$ cat src/rtl/viterbi_pkg.sv
// Shared definitions for the K=3, 4-state Viterbi decoder.
//   NUM_STATES  : trellis state count
//   state_t     : 2-bit trellis state, s[1] = most recent input bit
//   predecessor : survivor predecessor of state s given its decision vector
//   tb_state_e  : traceback FSM states
package viterbi_pkg;

    localparam int NUM_STATES = 4;

    typedef logic [1:0] state_t;

    typedef enum logic [1:0] {
        FILL  = 2'd0,
        TRACE = 2'd1,
        EMIT  = 2'd2
    } tb_state_e;

    // Predecessor of s is {s[0], dec[s]}: shifting back one step drops the
    // newest input bit and recovers the older bit from the ACS decision.
    function automatic state_t predecessor(input state_t s,
                                           input logic [NUM_STATES-1:0] d);
        return {s[0], d[s]};
    endfunction

endpackage

$ cat src/rtl/tb_dec_mem.sv
// Survivor-decision buffer: L x 4 register file.
//   clk         : clock
//   we/waddr/wdata : synchronous write port
//   raddr/rdata : asynchronous read port
// Contents are not reset; a frame always overwrites every entry before it
// is read back.
module tb_dec_mem #(
    parameter int L  = 8,
    parameter int AW = $clog2(L)
) (
    input  logic          clk,
    input  logic          we,
    input  logic [AW-1:0] waddr,
    input  logic [3:0]    wdata,
    input  logic [AW-1:0] raddr,
    output logic [3:0]    rdata
);

    logic [3:0] mem [L];

    always_ff @(posedge clk) begin
        if (we) mem[waddr] <= wdata;
    end

    assign rdata = mem[raddr];

endmodule

$ cat src/rtl/viterbi_traceback.sv
// Traceback stage of the K=3, 4-state Viterbi decoder.
// Buffers L survivor-decision vectors, traces the survivor path back from a
// start state (0 when TERM, else the best_state seen with the last decision)
// and emits the decoded bits in chronological order.
//   clk, rst                        : clock, synchronous active-high reset
//   dec_valid/dec_ready/dec         : decision-vector input handshake
//   best_state                      : min-metric state, used on last step only
//   out_valid/out_ready/out_bit/out_last : decoded-bit output handshake
//   busy                            : high while tracing or emitting
module viterbi_traceback
    import viterbi_pkg::*;
#(
    parameter int L    = 8,
    parameter bit TERM = 1'b1
) (
    input  logic       clk,
    input  logic       rst,
    input  logic       dec_valid,
    output logic       dec_ready,
    input  logic [3:0] dec,
    input  logic [1:0] best_state,
    output logic       out_valid,
    input  logic       out_ready,
    output logic       out_bit,
    output logic       out_last,
    output logic       busy
);

    localparam int            AW   = $clog2(L);
    localparam logic [AW-1:0] LAST = AW'(L - 1);

    tb_state_e     state_q, state_d;
    logic [AW-1:0] wptr, rptr, optr;
    state_t        s;
    logic [L-1:0]  obuf;
    logic [3:0]    rd_dec;
    logic          wr_en;

    // Writes only happen in FILL, so decisions offered while busy are dropped.
    assign wr_en = dec_valid && (state_q == FILL);

    tb_dec_mem #(.L(L), .AW(AW)) u_dmem (
        .clk   (clk),
        .we    (wr_en),
        .waddr (wptr),
        .wdata (dec),
        .raddr (rptr),
        .rdata (rd_dec)
    );

    // Next-state and handshake outputs. out_valid is purely a state decode,
    // so it never depends on out_ready.
    always_comb begin
        state_d   = state_q;
        dec_ready = 1'b0;
        out_valid = 1'b0;
        out_bit   = 1'b0;
        out_last  = 1'b0;
        busy      = 1'b0;
        case (state_q)
            FILL: begin
                dec_ready = 1'b1;
                if (wr_en && (wptr == LAST)) state_d = TRACE;
            end
            TRACE: begin
                busy = 1'b1;
                if (rptr == '0) state_d = EMIT;
            end
            EMIT: begin
                busy      = 1'b1;
                out_valid = 1'b1;
                out_bit   = obuf[optr];
                out_last  = (optr == LAST);
                if (out_ready && (optr == LAST)) state_d = FILL;
            end
            default: state_d = FILL;
        endcase
    end

    always_ff @(posedge clk) begin
        if (rst) begin
            state_q <= FILL;
            wptr    <= '0;
            rptr    <= '0;
            optr    <= '0;
            s       <= '0;
        end else begin
            state_q <= state_d;
            case (state_q)
                FILL: begin
                    if (wr_en) begin
                        if (wptr == LAST) begin
                            wptr <= '0;
                            rptr <= LAST;
                            s    <= TERM ? state_t'(0) : state_t'(best_state);
                        end else begin
                            wptr <= wptr + 1'b1;
                        end
                    end
                end
                TRACE: begin
                    s <= predecessor(s, rd_dec);
                    if (rptr == '0) optr <= '0;
                    else            rptr <= rptr - 1'b1;
                end
                EMIT: begin
                    if (out_ready) begin
                        if (optr == LAST) optr <= '0;
                        else              optr <= optr + 1'b1;
                    end
                end
                default: ;
            endcase
        end
    end

    // Traceback walks backwards in time, so each step's bit lands at its
    // chronological slot and EMIT can simply read upwards from 0.
    always_ff @(posedge clk) begin
        if (!rst && (state_q == TRACE)) obuf[rptr] <= s[1];
    end

endmodule

$ cat config.mk
export PLATFORM = sky130hd
export DESIGN_NAME = viterbi_traceback
export DESIGN_NICKNAME = d
export VERILOG_FILES = /design/src/rtl/viterbi_pkg.sv /design/src/rtl/tb_dec_mem.sv /design/src/rtl/viterbi_traceback.sv
export SDC_FILE = /design/constraint.sdc
export NUM_CORES = 1
export LEC_CHECK = 0
export CORE_MARGIN = 3
export CORE_UTILIZATION = 53
export DETAILED_ROUTE_END_ITERATION = 12
export GPL_TIMING_DRIVEN = 0
export PLACE_DENSITY = 0.75
export RECOVER_POWER = 100
export SETUP_SLACK_MARGIN = 0.3
export SLEW_MARGIN = 10
export SYNTH_ARGS = -nofsm -noshare
export SYNTH_HDL_FRONTEND = slang
export SYNTH_SLANG_ARGS = --single-unit
$ cat constraint.sdc
create_clock -name clk -period 1.8 [get_ports clk]
set_clock_uncertainty 0.1 [all_clocks]
set_input_delay 0.54 -clock clk [delete_from_list [all_inputs] [get_ports clk]]
set_output_delay 0.54 -clock clk [all_outputs]
set_load 0.02 [all_outputs]
==> results of run 1 <==
tightest hold or removal path, cell delays in order (launching register included):
cell and delay (ns):
dfxtp_2 0.37, nand2b_4 0.07, a21oi_2 0.05
cells by family after synthesis:
kind of cell / after synthesis / share of synthesized area [%]
simple gates: 57 / 11.0
compound gates: 25 / 7.07
buf+inv: 12 / 2.41
mux: 19 / 13.0
fa+ha+maj: 11 / 5.52
flops: 56 / 61.0
state kept, by name (all words and copies together), names as in the netlist, named ones only:
register    cells
u_dmem.mem     32
obuf            8
optr            3
rptr            3
wptr            3
s               2
state_q         2
synthesized netlist by cell type, types with 4 or more instances:
| master | n |
|---|---|
| mux4_2 | 4 |
| nand2_1 | 9 |
| o21a_1 | 5 |
| nor2_1 | 20 |
| nand3_1 | 6 |
| nand2b_1 | 7 |
| inv_1 | 7 |
| a21oi_1 | 9 |
| nor3_1 | 7 |
| mux2i_1 | 8 |
| ha_1 | 11 |
| edfxtp_1 | 40 |
| dfxtp_1 | 16 |
| mux4_1 | 5 |
layout make-up:
type	count	area (sq um)	share of cell area, %
flip-flops and latches	56	1540	47.2
clock buffers	7	76.3	2.33
well taps	52	65.1	1.99
inverters	7	38.8	1.19
repair buffers	32	284	8.68
multi-input cells	112	1190	36.4
clock inverters	1	8.76	0.268
plain buffers	5	63.8	1.95
metal layers:
metal	up-vias	GRT usage [%]	part of all wire [%]
met1	810	27.3	43
li1	756	-	-
met3	12	3.60	2.5
met5	-	0	0
met4	0	5.93	2.2
met2	36	35.5	52
path summary, 6_finish.rpt:
path         slack [ns]  startpoint  cells past startpoint          endpoint
min reg2reg        0.43     optr[1]                      2           optr[1]
max reg2reg       -0.19  state_q[0]                      4  u_dmem.mem[5][1]
min                0.43     optr[1]                      2           optr[1]
max               -0.43     optr[0]                      4           out_bit
power by group:
group,switching (mW),total (mW),internal [mW]
combinational,0.0855,0.154,0.0687
clock,0.392,0.671,0.279
sequential,0.00815,1.40,1.39
total,0.486,2.22,1.74
what timing repair did:
action | in CTS | in global routing
pin swaps | 13 | 8
endpoints found under the setup margin | 61 | 50
gates resized for setup | 79 | 15
setup buffers | 17 | 3
endpoints found under the hold margin | 0 | 0
layout by cell type (no fill, tap or decap), types with 6 or more instances in the layout:
cell | synthesis | final
buf_4 | 2 | 12
nand2_1 | 9 | 8
nor2_1 | 20 | 12
dfxtp_1 | 16 | 7
buf_6 | 1 | 10
mux4_2 | 4 | 6
a21oi_1 | 9 | 6
clkbuf_1 | 2 | 6
nor2_4 | 0 | 6
edfxtp_1 | 40 | 40
==> metrics.csv, run 1 <==
stage,metric,value,unit
layout,utilization,73.6,%
timing,fmax,448,MHz
floorplan,num_io_pins,15,
drt,dr.pass1.iters,4,
grt,antenna_found_initial,0,
logic_synthesis,syn_area_per_cell,13.9,sq um
setup_path,critPathRequiredTime,1.16,ns
status,status,finished with violations,
timing,holdWs,0.427,ns
logic_synthesis,synth_area,2490,sq um
status,failed_checks,setup timing,
placed_design,place_ws,-0.528,ns
power,total_power,2.22,mW
power,leakage,1.06,nW
clocking,cts-root-buf,clkbuf_8,
logic_synthesis,yosysWarnings,0,
logic_synthesis,syn_inst,180,
placed_design,dp_hpwl,3380,microns
layout,synthToLayoutAreaGrowth,31.1,%
logic_synthesis,synth_edf_count,40,
layout,drive_gt1_share,43.2,%
grt,grt_pass1_wl,8410,microns
timing,hold_viol_final,0,
logic_synthesis,async_flop_share,0,%
timing,rsz0062_at_grt,true,
clocking,numCtsBuffers,5,
floorplan,start_util,56.1,%
grt,overflow,0,
timing,finalSetupTns,-4.71,ns
timing,slew_viol_final,0,
grt,track_usage,20.7,%
clocking,cts.clk_slew.worst_paths,0.09,ns
setup_path,critPathMaxFanout,3,
drt,drc,0,
floorplan,rows,24,
timing,fin_crit_sh,124,%
timing,slew_headroom,64.5,%
clocking,clk_latency,0.31,ns
setup_path,worstPathCellList,mux4_2 -> mux2i_2 -> nor2b_2 -> buf_6,
timing,tightest_slew,0.531,ns
setup_path,cpPeakStageDelay,0.51,ns
setup_path,cp-end-kind,output port,
placed_design,place_inst,244,
power,max-vdd-ir-drop,0.000473,V
floorplan,die_y,74.6,microns
drt,drt.antenna.violating_nets,0,
setup_path,arrival,1.59,ns
placed_design,gp_congestion,0.730,
clocking,cts_buffer_depth,2,
floorplan,core,4440,sq um
grt,grt_max_degree,17,
logic_synthesis,synth.net_count,201,
clocking,cts_tree,done,
power,p_per_area,680,nW/um^2
floorplan,dieArea,5570,sq um
layout,layout.nets,240,
layout,antenna_cells,0,
logic_synthesis,synth.top_cell.area_share,48.1,%
logic_synthesis,yosysUniqueCellTypes,34,
placed_design,postPlaceCellArea,2880,sq um
setup_path,crit_family,multiplexers,
layout,fin_area,3270,sq um
setup_path,crit_type,flop to output port,
clocking,cts.sinks,56,
logic_synthesis,ys.flop_type,edfxtp_1,
placed_design,io_buffers,12,
layout,num-fill-cells,279,
clocking,cts_hold_buf,0,
worst_hold_path,hold_class,flop to flop,
drt,num_vias,1614,
layout,fin_cells,272,
flow_run,drv_cap,0,
logic_synthesis,ys_ff_latch,56,
setup_path,cp-start-kind,flop,
setup_path,cp.buffers_inverters,1,
logic_synthesis,yosysTopAreaCell,edfxtp_1,
timing,fin_crit,2.23,ns
drt,wl_per_cell,20.1,microns
timing,setup_slack,-0.434,ns
grt,grt_pass1_vias,1664,
drt,wirelength,5470,microns
drt,via_per_inst,5.93,
floorplan,dieWidth,74.6,microns
timing,setup_viol,52,
clocking,cts-htree-levels,2,
logic_synthesis,ys_seq_area_share,61.0,%
setup_path,slowest_stage,mux4_2,
logic_synthesis,synthTopCellsByArea,"edfxtp_1 (48%), dfxtp_1 (13%), ha_1 (5.5%), mux4_1 (5.3%), mux4_2 (3.6%)",
drt,initialDrtViolationCount,114,
No activity file was read; power rests on OpenSTA's default activity.
==> run 2: changes to the inputs <==
--- a/config.mk
+++ b/config.mk
@@ -11,7 +11,7 @@
 export GPL_TIMING_DRIVEN = 0
 export PLACE_DENSITY = 0.75
 export RECOVER_POWER = 100
-export SETUP_SLACK_MARGIN = 0.3
+export SETUP_SLACK_MARGIN = 0.1
 export SLEW_MARGIN = 10
 export SYNTH_ARGS = -nofsm -noshare
 export SYNTH_HDL_FRONTEND = slang
==> run 2 against run 1 <==
Effect of this change: final cell count is 1.8% higher; largest cell class unchanged; flip-flop and latch count stayed put; highest routed layer unchanged; setup slack better by 0.062 ns; clock power is 3% lower; the flow still finishes with violations (setup timing); routed wire length is 0.73% lower; via count is 1.5% higher.
==> metrics.csv, run 2 (synthesis gave the netlist of run 1 again) <==
stage,metric,value,unit,change
grt,grt_pass1_vias,1602,,-3.7%
layout,layout_common_cells,"edfxtp_1 (40), buf_4 (23), nor2_1 (11)",,
clocking,cts_buffer_depth,2,,unchanged
timing,fin_crit_sh,121,%,-3.4 points
layout,layout.nets,245,,+2.1%
setup_path,r2r_end,u_dmem.mem[0][3],,
layout,drive_gt1_share,42.2,%,-0.96 points
drt,num_vias,1638,,+1.5%
power,max-vdd-ir-drop,0.000469,V,-0.81%
status,failed_checks,setup timing,,
timing,setup_viol,32,,-38%
setup_path,critPathMaxFanout,3,,unchanged
setup_path,cp-end-kind,output port,,
floorplan,dieWidth,74.6,microns,unchanged
placed_design,gp_congestion,0.828,,+13%
floorplan,core,4440,sq um,unchanged
floorplan,die_y,74.6,microns,unchanged
worst_hold_path,min-delay-start,optr[2],,
grt,overflow,0,,unchanged
status,status,finished with violations,,
worst_hold_path,holdPathStages,2,,unchanged
worst_hold_path,hold_end,optr[2],,
drt,wirelength,5430,microns,-0.73%
setup_path,crit_type,flop to output port,,
timing,hold_viol_final,0,,unchanged
setup_path,critPathRequiredTime,1.16,ns,about the same
floorplan,dieArea,5570,sq um,unchanged
clocking,cts_hold_buf,0,,unchanged
clocking,cts-root-buf,clkbuf_8,,
layout,utilization,72.6,%,-1.1 points
clocking,cts_tree,done,,
layout,layout_commonest_cell,edfxtp_1,,
grt,grt_max_degree,17,,unchanged
timing,fin_crit,2.17,ns,-0.0620 ns
setup_path,reg2reg_slack,-0.12,ns,+0.07 ns
clocking,numCtsBuffers,5,,unchanged
layout,reg_top3,"u_dmem.mem x32, obuf x8",,
setup_path,cp-start-kind,flop,,
floorplan,start_util,56.1,%,unchanged
placed_design,io_buffers,12,,unchanged
timing,slew_viol_final,0,,unchanged
clocking,clk_latency,0.31,ns,about the same
timing,fmax,460,MHz,+2.9%
floorplan,rows,24,,unchanged
power,p_per_area,679,nW/um^2,about the same
clocking,cts.sinks,56,,unchanged
drt,via_per_inst,5.91,,-0.34%
setup_path,arrival,1.53,ns,-0.06 ns
timing,setup_slack,-0.372,ns,+0.0620 ns
timing,tightest_slew,0.485,ns,-0.0461 ns
layout,largest_reg_flops,32,,unchanged
grt,grt_pass1_wl,8200,microns,-2.5%
worst_hold_path,hold_class,flop to flop,,
drt,dr.pass1.iters,4,,unchanged
power,total_power,2.19,mW,-1.5%
placed_design,dp_hpwl,3360,microns,-0.46%
setup_path,r2r-start,state_q[1],,
drt,initialDrtViolationCount,186,,+63%
setup_path,rr_worst_depth,5,,+1
layout,synthToLayoutAreaGrowth,29.2,%,
timing,slew_headroom,67.4,%,+3.0 points
layout,multi_input_area,1140,sq um,-4.4%
grt,track_usage,20.4,%,-0.30 points
drt,drt.antenna.violating_nets,0,,unchanged
layout,largest_register,u_dmem.mem,,
layout,ff_latch_area,1540,sq um,about the same
flow_run,drv_cap,0,,unchanged
grt,antenna_found_initial,0,,unchanged
layout,antenna_cells,0,,unchanged
drt,drc,0,,unchanged
drt,wl_per_cell,19.6,microns,-2.5%
layout,num-fill-cells,289,,+3.6%
timing,rsz0062_at_grt,true,,
floorplan,num_io_pins,15,,unchanged
clocking,cts.clk_slew.worst_paths,0.08,ns,about the same
clocking,cts-htree-levels,2,,unchanged
power,leakage,1.07,nW,+0.33%
[run 2: changes by cell type in the layout (fill, tap and decap cells not counted), moves of 2 or more]
| cell | delta |
|---|---|
| buf_6 | -2 |
| buf_4 | +11 |
| mux2i_2 | -2 |
| nor2_2 | +3 |
| mux2i_1 | +3 |
| clkbuf_1 | -3 |
| nor2_4 | -2 |
| a21oi_2 | -2 |
| a21oi_1 | +2 |
[run 2: metrics by stage]
| stage | hold WS (ns) | std cells | TNS (ns) | setup slack (ns) | cell area, sq um |
|---|---|---|---|---|---|
| 3_5_place_dp | 0.406 | 244 | -20.27 | -0.491 | 2740 |
| 5_1_grt | 0.456 | 277 | -4.25 | -0.444 | 3220 |
| 4_1_cts | 0.426 | 266 | -0.695 | -0.391 | 3110 |
| 6_report | 0.426 | 277 | -2.14 | -0.372 | 3220 |
| 3_3_place_gp | 0.398 | 244 | -16.95 | -0.464 | 2740 |
| 2_1_floorplan | 0.376 | 180 | 0 | 0.0698 | 2560 |
[run 2: layout make-up]
cell class	count	share of cell area [%]
Sequential cell	56	47.8
Clock buffer	7	2.37
Clock inverter	1	0.155
Multi-Input combinational cell	112	35.4
Buffer	5	1.32
Tap cell	52	2.02
Inverter	7	1.13
Timing Repair Buffer	37	9.86
[run 2: how the worst max path moves through the flow]
stage | from | to | slack [ns] | cells past startpoint
2_1_floorplan | optr[0] | out_bit | 0.07 | 3
3_3_place_gp | optr[0] | out_bit | -0.46 | 4
3_5_place_dp | dec_valid | u_dmem.mem[6][2] | -0.49 | 3
4_1_cts | optr[0] | out_bit | -0.39 | 4
5_1_grt | optr[0] | out_bit | -0.44 | 4
6_report | optr[0] | out_bit | -0.37 | 4
[run 2: report_power, final]
part | internal, mW | switching [mW] | leakage (nW)
logic | 0.0586 | 0.0776 | 0.534
clock network | 0.274 | 0.378 | 0.0422
registers | 1.39 | 0.0104 | 0.490
total | 1.72 | 0.466 | 1.07
[run 2: critical path: stages, from the launching register on]
cell and delay (ns):
dfxtp_4 0.37, mux4_2 0.49, mux2i_1 0.18, nor2b_2 0.06
buf_6 0.13
[run 2: repair_timing]
action / CTS / global route
pin swaps: 7 / 15
resized for setup: 81 / 30
endpoints found under the setup margin: 51 / 38
setup buffers: 14 / 11
[run 2: routing by layer]
metal / vias up / wire [microns] / GRT usage, %
met5: - / 0 / 0
li1: 770 / - / -
met2: 41 / 2720 / 32.8
met4: 0 / 146 / 6.72
met3: 13 / 217 / 4.67
met1: 814 / 2340 / 27.9
